<file path="src/rtl/pc_fetch_ctrl_pkg.sv">
// ---------------------------------------------------------------------------
// pc_fetch_ctrl_pkg
//   Shared definitions for the fetch-address generator: FSM state encodings
//   and default geometry.
//   State encodings are stored as plain logic constants so that they line up
//   with legacy tooling that decodes the 2-bit state value directly:
//     IDLE=0, LOAD=1, RUN=2, FLUSH=3
// ---------------------------------------------------------------------------
package pc_fetch_ctrl_pkg;

  localparam logic [1:0] ST_IDLE  = 2'd0;
  localparam logic [1:0] ST_LOAD  = 2'd1;
  localparam logic [1:0] ST_RUN   = 2'd2;
  localparam logic [1:0] ST_FLUSH = 2'd3;

  // Default address geometry.
  localparam int DEF_AW   = 32;
  localparam int DEF_INCR = 4;

  // Width of the flush bubble counter (FLUSH_CYCLES is limited to 0..7).
  localparam int FLUSH_CW = 3;

endpackage

</file>
<file path="src/rtl/pc_fetch_ctrl_ras_stack.sv">
// ---------------------------------------------------------------------------
// ras_stack
//   Circular return-address stack. A push while full overwrites the oldest
//   entry (the write pointer simply wraps), and the count saturates at
//   RAS_DEPTH. A simultaneous push and pop replaces the top entry in place.
//   The top entry is read combinationally so a return can redirect on the
//   same edge it is requested.
// Ports
//   clk        in   1          rising-edge clock
//   reset      in   1          asynchronous, active-high
//   clear      in   1          synchronous flush of all entries (count -> 0)
//   push       in   1          write push_data as new top
//   pop        in   1          remove top (ignored when empty)
//   push_data  in   AW         value pushed
//   top        out  AW         current top entry (undefined when empty)
//   empty      out  1          no entries held
//   full       out  1          RAS_DEPTH entries held
// ---------------------------------------------------------------------------
module ras_stack
  import pc_fetch_ctrl_pkg::*;
#(
  parameter int AW        = DEF_AW,
  parameter int RAS_DEPTH = 4
) (
  input  logic          clk,
  input  logic          reset,
  input  logic          clear,
  input  logic          push,
  input  logic          pop,
  input  logic [AW-1:0] push_data,
  output logic [AW-1:0] top,
  output logic          empty,
  output logic          full
);

  localparam int PW = $clog2(RAS_DEPTH);
  localparam logic [PW:0] DEPTH_C = (PW+1)'(RAS_DEPTH);

  logic [AW-1:0] mem [RAS_DEPTH];
  logic [PW-1:0] wp_reg;      // next free slot; top lives at wp_reg-1
  logic [PW:0]   count_reg;
  logic [PW-1:0] top_idx;
  logic          pop_ok;

  assign top_idx = wp_reg - 1'b1;
  assign empty   = (count_reg == '0);
  assign full    = (count_reg == DEPTH_C);
  assign top     = mem[top_idx];
  assign pop_ok  = pop && !empty;

  always_ff @(posedge clk or posedge reset) begin
    if (reset) begin
      wp_reg    <= '0;
      count_reg <= '0;
    end else if (clear) begin
      wp_reg    <= '0;
      count_reg <= '0;
    end else if (push && pop_ok) begin
      // Replace the top in place: pointer and count unchanged.
      wp_reg    <= wp_reg;
      count_reg <= count_reg;
    end else if (push) begin
      wp_reg    <= wp_reg + 1'b1;
      count_reg <= full ? count_reg : count_reg + 1'b1;
    end else if (pop_ok) begin
      wp_reg    <= top_idx;
      count_reg <= count_reg - 1'b1;
    end
  end

  // Entry storage carries no reset: validity is tracked entirely by count_reg.
  always_ff @(posedge clk) begin
    if (!clear && push) begin
      if (pop_ok) begin
        mem[top_idx] <= push_data;
      end else begin
        mem[wp_reg] <= push_data;
      end
    end
  end

endmodule

</file>
<file path="src/rtl/pc_fetch_ctrl.sv">
// ---------------------------------------------------------------------------
// pc_fetch_ctrl
//   Fetch-address generator for the IF stage. Handles boot load, hazard
//   stall, branch redirect, post-redirect flush bubbles and call/return
//   prediction through a small return-address stack.
//   Per-edge priority: reset > pcSelect > ret > redirect > stall > increment.
//   All control inputs take effect one edge later; pc is purely registered.
// Ports
//   clk             in   1    rising-edge clock
//   reset           in   1    asynchronous, active-high
//   pcSelect        in   1    load startAddress (boot/restart)
//   startAddress    in   AW   boot address
//   stall           in   1    hold pc
//   redirect        in   1    branch/jump taken
//   redirectTarget  in   AW   redirect target; ret fallback on empty RAS
//   call            in   1    push linkAddr onto the RAS
//   linkAddr        in   AW   return address to push
//   ret             in   1    pop RAS top and redirect to it
//   pc              out  AW   current fetch address
//   pcValid         out  1    pc is a real fetch (0 = bubble)
//   misaligned      out  1    low address bits below INCR are non-zero
//   rasEmpty        out  1    RAS holds no entries
//   rasOverflow     out  1    sticky: push while full
//   rasUnderflow    out  1    sticky: ret while empty
// ---------------------------------------------------------------------------
module pc_fetch_ctrl
  import pc_fetch_ctrl_pkg::*;
#(
  parameter int AW           = DEF_AW,
  parameter int INCR         = DEF_INCR,
  parameter int FLUSH_CYCLES = 1,
  parameter int RAS_DEPTH    = 4
) (
  input  logic          clk,
  input  logic          reset,
  input  logic          pcSelect,
  input  logic [AW-1:0] startAddress,
  input  logic          stall,
  input  logic          redirect,
  input  logic [AW-1:0] redirectTarget,
  input  logic          call,
  input  logic [AW-1:0] linkAddr,
  input  logic          ret,
  output logic [AW-1:0] pc,
  output logic          pcValid,
  output logic          misaligned,
  output logic          rasEmpty,
  output logic          rasOverflow,
  output logic          rasUnderflow
);

  localparam int                  IB         = $clog2(INCR);
  localparam bit                  HAS_FLUSH  = (FLUSH_CYCLES > 0);
  localparam int                  FLUSH_LAST = HAS_FLUSH ? FLUSH_CYCLES - 1 : 0;
  localparam logic [FLUSH_CW-1:0] FLUSH_LOAD = FLUSH_CW'(FLUSH_LAST);
  localparam logic [AW-1:0]       INCR_C     = AW'(INCR);

  logic [1:0]          state_reg, state_next;
  logic [AW-1:0]       pc_reg, pc_next;
  logic                valid_reg, valid_next;
  logic [FLUSH_CW-1:0] flush_cnt_reg, flush_cnt_next;
  logic                ovf_reg, ovf_next;
  logic                unf_reg, unf_next;

  logic          active;
  logic          take_ret;
  logic          take_redirect;
  logic          ras_push;
  logic          ras_pop;
  logic [AW-1:0] ras_top;
  logic          ras_empty;
  logic          ras_full;
  logic [AW-1:0] target;

  // Control-flow inputs only matter once fetching has started, and pcSelect
  // pre-empts them entirely on the same edge.
  assign active        = !pcSelect && ((state_reg == ST_RUN) || (state_reg == ST_FLUSH));
  assign take_ret      = active && ret;
  assign take_redirect = active && (ret || redirect);
  assign ras_push      = active && call;
  assign ras_pop       = take_ret;

  // A return on an empty stack falls back to the branch unit's target.
  assign target = (take_ret && !ras_empty) ? ras_top : redirectTarget;

  ras_stack #(
    .AW        (AW),
    .RAS_DEPTH (RAS_DEPTH)
  ) u_ras (
    .clk       (clk),
    .reset     (reset),
    .clear     (pcSelect),
    .push      (ras_push),
    .pop       (ras_pop),
    .push_data (linkAddr),
    .top       (ras_top),
    .empty     (ras_empty),
    .full      (ras_full)
  );

  always_comb begin
    state_next     = state_reg;
    pc_next        = pc_reg;
    valid_next     = valid_reg;
    flush_cnt_next = flush_cnt_reg;
    ovf_next       = ovf_reg;
    unf_next       = unf_reg;

    if (pcSelect) begin
      state_next     = ST_LOAD;
      pc_next        = startAddress;
      valid_next     = 1'b0;
      flush_cnt_next = '0;
      ovf_next       = 1'b0;
      unf_next       = 1'b0;
    end else begin
      case (state_reg)
        ST_IDLE: begin
          valid_next = 1'b0;
        end
        ST_LOAD: begin
          // pc already holds startAddress; it becomes the first real fetch.
          state_next = ST_RUN;
          valid_next = 1'b1;
        end
        ST_RUN, ST_FLUSH: begin
          if (take_redirect) begin
            pc_next = target;
            if (HAS_FLUSH) begin
              state_next     = ST_FLUSH;
              valid_next     = 1'b0;
              flush_cnt_next = FLUSH_LOAD;
            end else begin
              state_next = ST_RUN;
              valid_next = 1'b1;
            end
          end else if (state_reg == ST_RUN) begin
            valid_next = 1'b1;
            if (!stall) begin
              pc_next = pc_reg + INCR_C;
            end
          end else begin
            // Bubble phase: pc parked on the target until the counter expires.
            if (flush_cnt_reg == '0) begin
              state_next = ST_RUN;
              valid_next = 1'b1;
            end else begin
              flush_cnt_next = flush_cnt_reg - 1'b1;
            end
          end

          if (take_ret && ras_empty) begin
            unf_next = 1'b1;
          end
          // A same-edge pop frees a slot, so call+ret never overflows.
          if (ras_push && ras_full && !ras_pop) begin
            ovf_next = 1'b1;
          end
        end
        default: begin
          state_next = ST_IDLE;
          valid_next = 1'b0;
        end
      endcase
    end
  end

  always_ff @(posedge clk or posedge reset) begin
    if (reset) begin
      state_reg     <= ST_IDLE;
      pc_reg        <= '0;
      valid_reg     <= 1'b0;
      flush_cnt_reg <= '0;
      ovf_reg       <= 1'b0;
      unf_reg       <= 1'b0;
    end else begin
      state_reg     <= state_next;
      pc_reg        <= pc_next;
      valid_reg     <= valid_next;
      flush_cnt_reg <= flush_cnt_next;
      ovf_reg       <= ovf_next;
      unf_reg       <= unf_next;
    end
  end

  assign pc           = pc_reg;
  assign pcValid      = valid_reg;
  assign rasEmpty     = ras_empty;
  assign rasOverflow  = ovf_reg;
  assign rasUnderflow = unf_reg;

  // Alignment is only reported, never corrected.
  generate
    if (IB > 0) begin : g_align
      assign misaligned = |pc_reg[IB-1:0];
    end else begin : g_no_align
      assign misaligned = 1'b0;
    end
  endgenerate

endmodule

</file>
<file path="config.mk">
export PLATFORM = sky130hd
export DESIGN_NAME = pc_fetch_ctrl
export DESIGN_NICKNAME = d
export VERILOG_FILES = /design/src/rtl/pc_fetch_ctrl_pkg.sv /design/src/rtl/pc_fetch_ctrl_ras_stack.sv /design/src/rtl/pc_fetch_ctrl.sv
export SDC_FILE = /design/constraint.sdc
export NUM_CORES = 1
export LEC_CHECK = 0
export BUFFER_PORTS_ARGS = -buffer_cell sky130_fd_sc_hd__buf_2
export CELL_PAD_IN_SITES_DETAIL_PLACEMENT = 1
export CELL_PAD_IN_SITES_GLOBAL_PLACEMENT = 2
export CORE_MARGIN = 1.5
export CORE_UTILIZATION = 34
export DETAILED_ROUTE_END_ITERATION = 7
export PLACE_DENSITY_LB_ADDON = 0.1
export SYNTH_ARGS = -nofsm -noshare
export SYNTH_HDL_FRONTEND = slang
export SYNTH_HIERARCHICAL = 1
export SYNTH_SLANG_ARGS = --single-unit
</file>
<file path="constraint.sdc">
create_clock -name clk -period 3.75 [get_ports clk]
set_input_delay 0.75 -clock clk [delete_from_list [all_inputs] [get_ports clk]]
set_output_delay 0.75 -clock clk [all_outputs]
set_load 0.005 [all_outputs]
</file>
# --- After elaboration in Yosys (flattened, before gate mapping) ---
# Memories as Yosys holds them, arrays and structs flattened.
# Index checks and enable logic that the tools add are counted.
classes:
  addsub: 6
  eq_ne: 12
  muxes: 45
  n_reduce_logical: 34
ops:
  columns: ["op", "n"]
  rows:
  - ["$mux W32", 7]
  - ["$add A32 B3 Y32 const B", 1]
  - ["$reduce_or A32 Y1", 1]
  - ["$mux W3", 10]
  - ["$mux W2", 9]
  - ["$mux W1", 17]
  - ["$reduce_and A3 Y1", 4]
  - ["$logic_and A1 B1 Y1", 10]
  - ["$ne A3 B3 Y1 const B", 3]
  - ["$reduce_bool A3 Y1", 3]
  - ["$ne A4 B4 Y1 const B", 2]
  - ["$logic_not A3 Y1", 2]
  - ["$reduce_and A2 Y1", 3]
  - ["$reduce_bool A2 Y1", 3]
  - ["$sub A3 B1 Y3 const B", 2]
  - ["$ne A5 B5 Y1 const B", 1]
  - ["$eq A2 B2 Y1 const B", 2]
  - ["$pmux W2 S2", 1]
  - ["$reduce_or A2 Y1", 2]
  - ["$add A3 B1 Y3 const B", 1]
  - ["$eq A3 B3 Y1 const B", 1]
  - ["$logic_not A1 Y1", 3]
  - ["$ne A3 B2 Y1 const B", 1]
  - ["$pmux W1 S3", 1]
  - ["6 further kinds", 7]
word_totals:
  ff_bits: 45
  ram_bits: 128
  input_bits: 103
  output_inout_bits: 37
  elab_cells: 106
  mem_count: 1
mem_list:
  columns: ["memory", "depth", "word_bits", "read_ports", "rd_clocked_by_memory_dff", "write_ports", "line", "text"]
  rows:
  - ["u_ras.mem", 4, 32, 1, 0, 1, "pc_fetch_ctrl_ras_stack.sv:39", "logic [AW-1:0] mem [RAS_DEPTH];"]

# --- Logic depth before layout (Yosys ltp) ---
# Gate-level depths: netlist (run 1).
logic_depth:
  ltp_word: 10
  depth_mapped: 10
  mapped_depth_nobuf: 7

# --- Modules after synthesis ---
# The synthesis (run 1) kept the hierarchy.
by_module_without_submodules:
  columns: ["module", "instances", "cells_per_inst", "area_each_um2", "seq_area_each_um2"]
  rows:
  - ["ras_stack", 1, 227, 5106.1, 3968.8]
  - ["pc_fetch_ctrl", 1, 415, 3160.5, 1001.0]

# --- Least setup slack after synthesis (run 1) ---
# OpenSTA, ideal clock, no wires.
synth_path:
  kind: "input to register"
  start: "input ret"
  end: "memory u_ras/mem[1][0] (netlist name) (enable)"
  setup_time_ns: 0.432
  arrival_ns: 3.476
  required_ns: 3.318
  path_slack_ns: -0.157
  cell_stages: 7
  path_buffers: 2
  cell_sequence: "clkbuf_1 -> inv_1 -> nor2_1 -> buf_2 -> o31ai_4 -> or3b_1 -> a21oi_1"
synth_via:
  elab_chain_len: 7
  elab_cells_between_ends: 11
  cone_classes: "8 x mux; 3 x reduce/logical"
synth_rtl:
  columns: ["element", "line", "text"]
  rows:
  - ["start, declared", "pc_fetch_ctrl.sv:43", "input logic ret,"]
  - ["$logic_and A1 B1 Y1 *", "pc_fetch_ctrl.sv:78", "assign take_ret = active && ret;"]
  - ["net ras_pop", "pc_fetch_ctrl.sv:69", "logic ras_pop;"]
  - ["$logic_and A1 B1 Y1 *", "pc_fetch_ctrl_ras_stack.sv:49", "assign pop_ok = pop && !empty;"]
  - ["$mux W1", "pc_fetch_ctrl_ras_stack.sv:74", "if (pop_ok) begin"]
  - ["$mux W1", "pc_fetch_ctrl_ras_stack.sv:73", "if (!clear && push) begin"]
  - ["$mux W1 (not written as such)", "pc_fetch_ctrl_ras_stack.sv:77", "mem[wp_reg] <= push_data;"]
  - ["$reduce_or A32 Y1 (no line)", null, null]
  - ["$mux W2 (no line) or $mux W1 (tied branches)", null, null]
  - ["end, declared", "pc_fetch_ctrl_ras_stack.sv:39", null]
# The timed path passes the listed nets; every way through them passes the cells marked *.

# --- Final worst setup path (run 1) ---
layout_path:
  start: "register u_ras.count_reg[0]"
  end: "register pc_reg[2], in the netlist pc[2]"
layout_via:
  elab_chain_len: 7
layout_rtl:
  columns: ["element", "line", "text"]
  rows:
  - ["start, declared", "pc_fetch_ctrl_ras_stack.sv:41", "logic [PW:0] count_reg;"]
  - ["start signal, assigned", "pc_fetch_ctrl_ras_stack.sv:61", "count_reg <= count_reg;"]
  - ["start signal, assigned", "pc_fetch_ctrl_ras_stack.sv:64", "count_reg <= full ? count_reg : count_reg + 1'b1;"]
  - ["start signal, assigned", "pc_fetch_ctrl_ras_stack.sv:67", "count_reg <= count_reg - 1'b1;"]
  - ["$logic_not A3 Y1", "pc_fetch_ctrl_ras_stack.sv:46", "assign empty = (count_reg == '0);"]
  - ["$logic_not A1 Y1", "pc_fetch_ctrl.sv:84", "assign target = (take_ret && !ras_empty) ? ras_top : redirectTarget;"]
  - ["$logic_and A1 B1 Y1", "pc_fetch_ctrl.sv:84", null]
  - ["$mux W32", "pc_fetch_ctrl.sv:84", null]
  - ["$mux W32", "pc_fetch_ctrl.sv:127", "if (take_redirect) begin"]
  - ["$mux W32", "pc_fetch_ctrl.sv:117", "case (state_reg)"]
  - ["$mux W32", "pc_fetch_ctrl.sv:109", "if (pcSelect) begin"]
  - ["end signal, assigned", "pc_fetch_ctrl.sv:178", "pc_reg <= pc_next;"]
  - ["end, declared", "pc_fetch_ctrl.sv:59", "logic [AW-1:0] pc_reg, pc_next;"]
# Every way passes these cells. The select of a mux whose other input is x is not followed.
# A chain may end at the register's enable or synchronous reset.

==> results.json, run 1 <==
{
  "detail_route.first_pass.iterations": 4,
  "maxSlewHeadroom": 0.205,
  "final_layout_setup_total_negative_slack_ps": 0,
  "delay_heaviest_family_cp": "simple AND/OR/NAND/NOR gates",
  "cts_hold_buffers": 0,
  "ff2ff_path_depth": 5,
  "grt_pass1_vias": 6293,
  "synth_area_per_cell_um2": 12.9,
  "stdcell_count": 1106,
  "floorplan.rows": 56,
  "synth_fp_nets": 749,
  "rr_startpoint": "u_ras/count_reg[0]",
  "crit_chain": "nor3_1 -> nand4bb_1 -> mux2i_1 -> a2111oi_0 -> a221o_1",
  "multiInputGateArea_um2": 3070,
  "fmax_mhz": 353,
  "yosysTopAreaCell": "edfxtp_1",
  "power_mw": 4.52,
  "synth.top_cells.by_area": "edfxtp_1 (46%), dfrtp_1 (14%), mux4_2 (8.7%)",
  "initial_antenna_violation_count": 0,
  "route.detailed.vias_per_inst": 5.38,
  "fin_area_um2": 10000,
  "placeable_core_region_um2": 23700,
  "design.portCount": 140,
  "yosys.cell_count.top_type": "edfxtp_1",
  "holdWs_ps": 234,
  "port-buffer-count": 139,
  "drive_gt1_frac": 0.307,
  "gpl.final_weighted_congestion": 0.812,
  "worst_pin_slew_ps": 1180,
  "reg2reg_setup_slack_ps": 920,
  "max_cap_violations": 0,
  "timing.final.setup_violations": 0,
  "timing.hold.worst.class": "input pin to async pin",
  "timing_hold_violations_final": 0,
  "filler_cell_count_in_the_final_layout": 2554,
  "cts_buffer_depth": 2,
  "clk_root_buffer_cell": "clkbuf_16",
  "dp_hpwl_um": 17800,
  "worstSetupPathType": "flop to flop",
  "drt-total-wl_um": 24700,
  "post_cts_buffers": 0,
  "synthesis.yosys.warnings": 6,
  "synth_cell_type_count": 74,
  "timing.critical_path.to_type": "flop",
  "grt_first_pass_wirelength_um": 38000,
  "flip_flop_count_of_the_largest_register_after_layout": 128,
  "grt_overflow": 0,
  "post-synth-top-area-fraction": 0.465,
  "timing.critical_path.from_type": "flop",
  "die_h_um": 159,
  "grt_setup_unrepaired": "no",
  "global_route.usage.total": 0.199,
  "timing.rr.end": "pc[2]",
  "cts.repair.resized": 0,
  "ys_seq_elements": 173,
  "final_net_count": 881,
  "grt_max_degree": 66,
  "ant_nets": 0,
  "numCtsBuffers": 17,
  "horizontal_extent_of_the_die_um": 159,
  "cts.reportedPaths.clkPinSlew_ps": 70,
  "syn-instance-count": 642,
  "crit_required_ps": 4110,
  "path_max_fanout": 15,
  "final_min_period_over_clock_period": 0.754,
  "run_status": "finished, final reports clean",
  "worstPathBufferInverterCount": 0,
  "p_leak_nw": 3.68,
  "slew_viol_final": 0,
  "maximum_cell_stage_delay_along_the_critical_path_ps": 680,
  "antennaDiodeCount": 0,
  "tritoncts_num_sinks": 173,
  "worstSkewPairLatency_ps": 430,
  "worst_ir_drop_vdd_mv": 0.336,
  "slowest_stage": "nand4bb_1",
  "start_util": 0.349,
  "seqCellArea_um2": 4970,
  "syn-cell-area_um2": 8270,
  "timing.critical_path.arrival_ps": 3190,
  "clock-skew-final_ps": 13.1,
  "drc_errors": 0,
  "finalCriticalPeriod_ps": 2830,
  "synth_flop_cell": "edfxtp_1",
  "detail_route.wl_per_cell_um": 22.4,
  "cts_tree": "yes",
  "synth_commonest_cells": "edfxtp_1 (128), nand2_1 (69), a21oi_1 (46), dfrtp_1 (45), mux4_2 (32)",
  "ctsHtreeMaxLevel": 4,
  "dpl_cell_area_um2": 9390,
  "placedCellCount": 1074,
  "dr.first_iter.drc_count": 277,
  "number_of_flops_mapped_to_enable_cells_by_yosys": 128,
  "synthArstFlopShare": 0.260,
  "pwrdens_nw_per_um2": 452,
  "synthToLayoutAreaGrowth_pct": 20.9,
  "route.vias.total": 5955,
  "share_of_synthesized_area_occupied_by_flip_flops_and_latches": 0.601,
  "floorplan.die_area_um2": 25300
}
[report_power, final]
group | switching, mW | internal, mW | leakage (nW)
sequential | 0.109 | 2.12 | 1.70
combinational | 0.273 | 0.219 | 1.69
clock | 0.883 | 0.911 | 0.296
[area by class of cell]
cell class                 instances  share of cell area
inverter                          23             0.00864
multi-input combinational        401               0.307
clock inverter                    15              0.0184
timing repair buffer             158              0.0864
tap                              319              0.0399
sequential                       173               0.497
clock buffer                      17              0.0426
[worst max-delay path by stage]
| stage | slack, ps | to | cells after the start | from |
|---|---|---|---|---|
| final | 920 | pc[2] | 5 | u_ras/count_reg[0] |
| after global routing | 680 | pc[12] | 7 | u_ras/count_reg[0] |
| after CTS | 920 | pc[12] | 7 | u_ras/count_reg[0] |
| after detailed placement | 670 | u_ras/mem[1][30] | 7 | pcSelect |
| after global placement | 700 | u_ras/mem[1][30] | 7 | pcSelect |
| after floorplan | 370 | u_ras/mem[0][0] | 7 | ret |
[stage by stage]
stage	setup WS, ps	utilization
floorplan	365	-
global placement	701	0.396
detailed placement	667	0.396
CTS	915	0.422
global route	684	0.422
finish	921	0.422
[logic make-up after synthesis]
family / synth area share
and+or+nand+nor: 0.117
DFF: 0.601
AOI/OAI and AO/OA: 0.124
buffers and inverters: 0.0339
muxes: 0.0985
xor gates and xnor gates: 0.0189
adders and majority gates: 0.00696
[layer usage]
metal,vias up,track usage,part of all wire
li1,2749,-,-
met1,3027,0.278,0.47
met2,154,0.318,0.47
met3,25,0.0349,0.041
met4,0,0.0613,0.019
met5,-,0,0
[cell usage in the layout, fill, tap and decap left out, types with 4 or more instances in the layout]
| cell type | count |
|---|---|
| buf_2 | 139 |
| edfxtp_1 | 128 |
| nand2_1 | 69 |
| a21oi_1 | 44 |
| dfrtp_1 | 44 |
| mux4_2 | 32 |
| nor2_1 | 25 |
| inv_1 | 23 |
| o21ai_0 | 23 |
| nand3_1 | 22 |
| clkbuf_16 | 17 |
| buf_4 | 17 |
| nand4_1 | 10 |
| and3_1 | 9 |
| xnor2_1 | 9 |
| o211ai_1 | 9 |
| a31oi_1 | 9 |
| nor3_1 | 9 |
| a2bb2oi_1 | 8 |
| o2111ai_1 | 8 |
| xor2_1 | 7 |
| nand2b_1 | 6 |
| nor4_1 | 6 |
| mux2i_1 | 6 |
| a221oi_1 | 5 |
| nor2b_1 | 4 |
| or3_1 | 4 |
| and4_1 | 4 |
| o221ai_1 | 4 |
| a311oi_1 | 4 |
| and2_1 | 4 |
| clkinv_8 | 4 |
Note: power is estimated with default switching activity, not from simulation.
==> run 2, diff against run 1 <==
ABC_AREA = 1   (was unset)
CORE_UTILIZATION = 31   (was 34)
clock period = 2.3 ns   (was 3.75 ns; I/O delays follow)
==> run 2 against run 1 <==
Power increased by 84%. Sequential power increased by 66%. Wire length increased by 12%. Flip-flop and latch count unchanged. Combinational power increased to 3.4 times the previous value. Worst hold slack got worse by 4.2 ps. Highest routed layer unchanged.
==> results.json, run 2 <==
{
  "ctsHtreeMaxLevel": 4,
  "run_status": "finished, final reports clean",
  "path_max_fanout": 18,
  "final_layout_setup_total_negative_slack_ps": 0,
  "tritoncts_num_sinks": 173,
  "worst_pin_slew_ps": 633,
  "worst_ir_drop_vdd_mv": 0.459,
  "combinational_cell_fraction_of_total_power": 0.200,
  "compound_gate_portion_of_the_synthesized_area": 0.0792,
  "start_util": 0.315,
  "yosysTopAreaCell": "edfxtp_1",
  "ys_seq_elements": 173,
  "timing.final.setup_violations": 0,
  "cts.reportedPaths.clkPinSlew_ps": 80,
  "cts_tree": "yes",
  "cell_internal_pwr_mw": 5.59,
  "initial_antenna_violation_count": 0,
  "cts_hold_buffers": 1,
  "dr.first_iter.drc_count": 372,
  "grt_pass1_vias": 7225,
  "route.vias.total": 7137,
  "power_mw": 8.32,
  "ant_nets": 0,
  "fmax_mhz": 486,
  "clk_root_buffer_cell": "clkbuf_16",
  "grt_first_pass_wirelength_um": 42400,
  "placedCellCount": 1517,
  "die_h_um": 171,
  "crit_required_ps": 2630,
  "clock_power_share": 0.354,
  "parity_gate_share_of_the_synthesized_area_counting_xor_and_xnor_cells": 0.00100,
  "final_min_period_over_clock_period": 0.895,
  "synth.area.mux_share": 0,
  "floorplan.die_area_um2": 29200,
  "drt-total-wl_um": 27600,
  "floorplan.rows": 61,
  "stdcell_count": 1550,
  "global_route.usage.total": 0.196,
  "gpl.final_weighted_congestion": 0.765,
  "clock-skew-final_ps": 19.8,
  "yosys.cell_count.top_type": "nand2_1",
  "final_net_count": 1266,
  "max_cap_violations": 0,
  "detail_route.first_pass.iterations": 5,
  "post-synth-top-area-fraction": 0.439,
  "share_of_synthesized_area_occupied_by_flip_flops_and_latches": 0.568,
  "synthArstFlopShare": 0.260,
  "timing.hold.worst.class": "input pin to flop",
  "design.portCount": 140,
  "post_cts_buffers": 0,
  "synth_top_family_by_area": "simple AND/OR/NAND/NOR gates",
  "slew_viol_final": 0,
  "synthToLayoutAreaGrowth_pct": 22.7,
  "synth_cell_type_count": 38,
  "port-buffer-count": 139,
  "final_common_cell": "nand2_1",
  "synth_fp_nets": 1109,
  "syn-instance-count": 1002,
  "timing.critical_path.to_type": "flop",
  "grt_overflow": 0,
  "filler_cell_count_in_the_final_layout": 3314,
  "synth-adder-area-share": 0.00658,
  "grt_max_degree": 56,
  "postLayoutCoreUtil": 0.386,
  "cts.repair.resized": 0,
  "grt_setup_unrepaired": "no",
  "flip_flop_count_of_the_largest_register_after_layout": 128,
  "horizontal_extent_of_the_die_um": 171,
  "antennaDiodeCount": 0,
  "drc_errors": 0,
  "synth_flop_cell": "edfxtp_1",
  "switching_share": 0.329,
  "maxSlewHeadroom": 0.578,
  "yosys.area_share.simple": 0.263,
  "worstSetupPathType": "flop to flop",
  "reg2reg_setup_slack_ps": 240,
  "drive_gt1_frac": 0.210,
  "power.sequential.fraction": 0.446,
  "cts_buffer_depth": 2,
  "switchingPower_mw": 2.74,
  "dp_hpwl_um": 20300,
  "worstSkewPairLatency_ps": 440,
  "detail_route.wl_per_cell_um": 17.8,
  "timing_hold_violations_final": 0,
  "number_of_flops_mapped_to_enable_cells_by_yosys": 128,
  "p_leak_nw": 4.78,
  "numCtsBuffers": 17,
  "synthesis.yosys.warnings": 6,
  "placeable_core_region_um2": 27800,
  "pwrdens_nw_per_um2": 775,
  "synth.top_cells.by_area": "edfxtp_1 (44%), nand2_1 (15%), dfrtp_1 (13%)",
  "route.detailed.vias_per_inst": 4.60,
  "synth_commonest_cells": "nand2_1 (345), edfxtp_1 (128), inv_1 (126), nand3_1 (105), nor2_1 (69)",
  "timing.critical_path.arrival_ps": 2390,
  "finalCriticalPeriod_ps": 2060,
  "synth_area_per_cell_um2": 8.73,
  "timing.critical_path.from_type": "flop",
  "mostFrequentLayoutCells": "nand2_1 (345), buf_2 (139), edfxtp_1 (128), inv_1 (125), nand3_1 (105)",
  "syn-cell-area_um2": 8750
}
==> run 2: metal layers <==
layer	GRT usage	share of wire	up-vias
met3	0.0257	0.033	20
met5	0	0	-
met1	0.266	0.47	3413
met4	0.0439	0.010	0
li1	-	-	3584
met2	0.334	0.49	120
==> run 2: final timing paths <==
kind	cells past startpoint	startpoint	end
max reg2reg	10	u_ras/wp_reg[0]	pc[16]
max	10	u_ras/wp_reg[0]	pc[16]
min	1	linkAddr[21]	u_ras/mem[1][21]
min in group asynchronous	3	reset	u_ras/count_reg[1]
max in group asynchronous	4	reset	flush_cnt_reg[2]
min reg2reg	1	flush_cnt_reg[0]	flush_cnt_reg[0]
==> run 2: cell type report <==
class	count	area (µm²)	share of cell area
clock buffer	17	425	0.0396
timing repair buffer	174	1100	0.102
multi-input combinational	657	3090	0.288
sequential	173	4970	0.463
inverter	136	510	0.0475
tap	378	473	0.0441
clock inverter	15	165	0.0154
==> run 2: power groups by stage <==
stage	clock network (mW)	registers, mW	logic (mW)
4_1_cts	3.02	3.72	1.71
2_1_floorplan	0	3.73	1.00
3_5_place_dp	0	3.78	1.70
3_3_place_gp	0	3.79	1.68
5_1_grt	3.12	3.75	1.91
6_report	2.94	3.71	1.67
==> run 2: stage by stage <==
step | setup slack [ps] | area [µm²] | hold WS (ps)
after global routing | 31.0 | 10700 | 216
after floorplan | 53.7 | 8780 | 239
final | 242 | 10700 | 230
after global placement | 118 | 10100 | 436
after CTS | 229 | 10700 | 216
after detailed placement | 68.5 | 10100 | 434
==> run 2: critical path: stages, from the launching register on <==
cell and delay, ps:
dfrtp_1 460, inv_2 100, nand2_2 80, inv_2 180, buf_4 230, a22oi_1 140
nand3_1 130, o211ai_1 330, nand3_1 160, nand2_1 100, nand2_1 40
==> run 2: kinds of logic (layout without fill, tap and decap cells) <==
kind of cell / after synthesis / in the layout
AOI/OAI and AO/OA: 104 / 104
xor gates and xnor gates: 1 / 1
adders and majority gates: 4 / 4
buffers and inverters: 172 / 342
DFF: 173 / 173
and+or+nand+nor: 548 / 548
==> run 3, diff against run 2 <==
CORE_MARGIN = 2   (was 1.5)
==> run 3 against run 2 <==
Global-route usage fell by 0.30 points. Power about the same. Critical path depth fell by 1. Sequential share of layout area rose by 0.076 points. Wire length fell by 0.53%. Flip-flop and latch count is the same. Maximum frequency down 1.1%. Worst hold slack gained 8.6 ps. Worst setup slack lost 24 ps. First-iteration DRC count down 20%. Combinational power about the same. Sequential power about the same. Critical path type unchanged. Largest cell class unchanged. Largest power group unchanged.
==> results.json, run 3 (synthesized netlist as in run 2, its figures left out) <==
{
  "worstSkewPairLatency_ps": 440,
  "crit_chain": "nand2_2 -> nor2_4 -> nand2_1 -> inv_2 -> nand2_2 -> nand2_1 -> nand3_1 -> nor2_4 -> buf_4",
  "timing.final.setup_violations": 0,
  "final_layout_setup_total_negative_slack_ps": 0,
  "port-buffer-count": 139,
  "p_leak_nw": 4.78,
  "finalCriticalPeriod_ps": 2080,
  "clk_root_buffer_cell": "clkbuf_16",
  "detail_route.first_pass.iterations": 4,
  "path_max_fanout": 10,
  "dp_hpwl_um": 20100,
  "hold_path_startpoint": "startAddress[1]",
  "worst_ir_drop_vdd_mv": 0.521,
  "slew_viol_final": 0,
  "start_util": 0.315,
  "post_cts_buffers": 0,
  "numCtsBuffers": 17,
  "die_h_um": 172,
  "floorplan.rows": 61,
  "timing_hold_violations_final": 0,
  "ctsHtreeMaxLevel": 4,
  "design.portCount": 140,
  "gpl.final_weighted_congestion": 0.778,
  "route.vias.total": 7157,
  "final_net_count": 1266,
  "slowest_stage": "dfrtp_1",
  "drive_gt1_frac": 0.209,
  "worstSetupPathType": "flop to flop",
  "grt_max_degree": 56,
  "pre_cts_slack_ps": 60.9,
  "ant_nets": 0,
  "pwrdens_nw_per_um2": 776,
  "crit_required_ps": 2420,
  "postLayoutCoreUtil": 0.386,
  "maxSlewHeadroom": 0.561,
  "placeable_core_region_um2": 27800,
  "delay_heaviest_family_cp": "simple AND/OR/NAND/NOR gates",
  "run_status": "finished, final reports clean",
  "mostFrequentLayoutCells": "nand2_1 (345), buf_2 (139), edfxtp_1 (128), inv_1 (125), nand3_1 (105)",
  "setup_slack_ps": 218,
  "clock-skew-final_ps": 22.6,
  "grt_setup_unrepaired": "no",
  "fmax_mhz": 480,
  "final_common_cell": "nand2_1",
  "power_mw": 8.32,
  "synthToLayoutAreaGrowth_pct": 22.5,
  "flip_flop_count_of_the_largest_register_after_layout": 128,
  "reg2reg_setup_slack_ps": 220,
  "worstPathBufferInverterCount": 2,
  "cts_buffer_depth": 2,
  "grt_overflow": 0,
  "cts.reportedPaths.clkPinSlew_ps": 90,
  "placedCellCount": 1517,
  "initial_antenna_violation_count": 0,
  "drc_errors": 0,
  "final_min_period_over_clock_period": 0.905,
  "grt_pass1_vias": 7402,
  "timing.critical_path.to_type": "flop",
  "worst_pin_slew_ps": 654,
  "detail_route.wl_per_cell_um": 17.7,
  "route.detailed.vias_per_inst": 4.62,
  "grt_first_pass_wirelength_um": 42700,
  "tritoncts_num_sinks": 173,
  "antennaDiodeCount": 0,
  "dr.first_iter.drc_count": 299,
  "maximum_cell_stage_delay_along_the_critical_path_ps": 450,
  "rr_startpoint": "state_reg[1]",
  "horizontal_extent_of_the_die_um": 172,
  "timing.critical_path.arrival_ps": 2200,
  "drt-total-wl_um": 27400,
  "max_cap_violations": 0,
  "timing.critical_path.from_type": "flop",
  "stdcell_count": 1550,
  "floorplan.die_area_um2": 29600,
  "cts_tree": "yes",
  "timing.hold.worst.class": "input pin to flop",
  "worstSetupStartpoint": "state_reg[1]",
  "global_route.usage.total": 0.193
}
==> run 3: per-stage QoR <==
step           hold WS (ps)  instance area, µm²
2_1_floorplan           239                8780
3_3_place_gp            433               10100
3_5_place_dp            428               10100
4_1_cts                 221               10700
5_1_grt                 233               10700
6_report                239               10700
==> run 3: cell type report <==
type | instances | area [µm²]
fill | 3350 | 17100
timing repair buffer | 174 | 1080
sequential | 173 | 4970
clock inverter | 14 | 163
inverter | 136 | 513
tap | 378 | 473
clock buffer | 18 | 429
multi-input combinational | 657 | 3090
==> run 3: tightest hold or removal path, stage by stage <==
cell	delay, ps
buf_2	70
nand2_1	50
o221ai_1	60
==> run 3: path summary, 6_finish.rpt <==
check                                        end  cells past startpoint
worst min-delay path                       pc[1]                      3
worst max register to register  u_ras/mem[1][17]                      9
min in group asynchronous        u_ras/wp_reg[0]                      3
worst max-delay path            u_ras/mem[1][17]                      9
worst min register to register  flush_cnt_reg[0]                      1
max in group asynchronous                  pc[9]                      4
==> run 3: timing repair <==
action | in CTS | in global routing
hold buffers | 1 | 0
endpoints found under the hold margin | 5 | 0
gates resized for setup | 0 | 3
setup endpoints to repair | 0 | 2
==> run 3: layer usage <==
layer / vias up / global-route usage / routed length, µm
met1: 3448 / 0.265 / 13100
met5: - / 0 / 0
li1: 3583 / - / -
met3: 20 / 0.0236 / 733
met4: 0 / 0.0438 / 325
met2: 106 / 0.327 / 13300
==> run 3: report_power, final <==
group	leakage [nW]	internal [mW]	total (mW)	switching, mW
combinational	2.79	0.601	1.64	1.04
clock	0.289	1.48	2.96	1.48
sequential	1.70	3.51	3.71	0.204
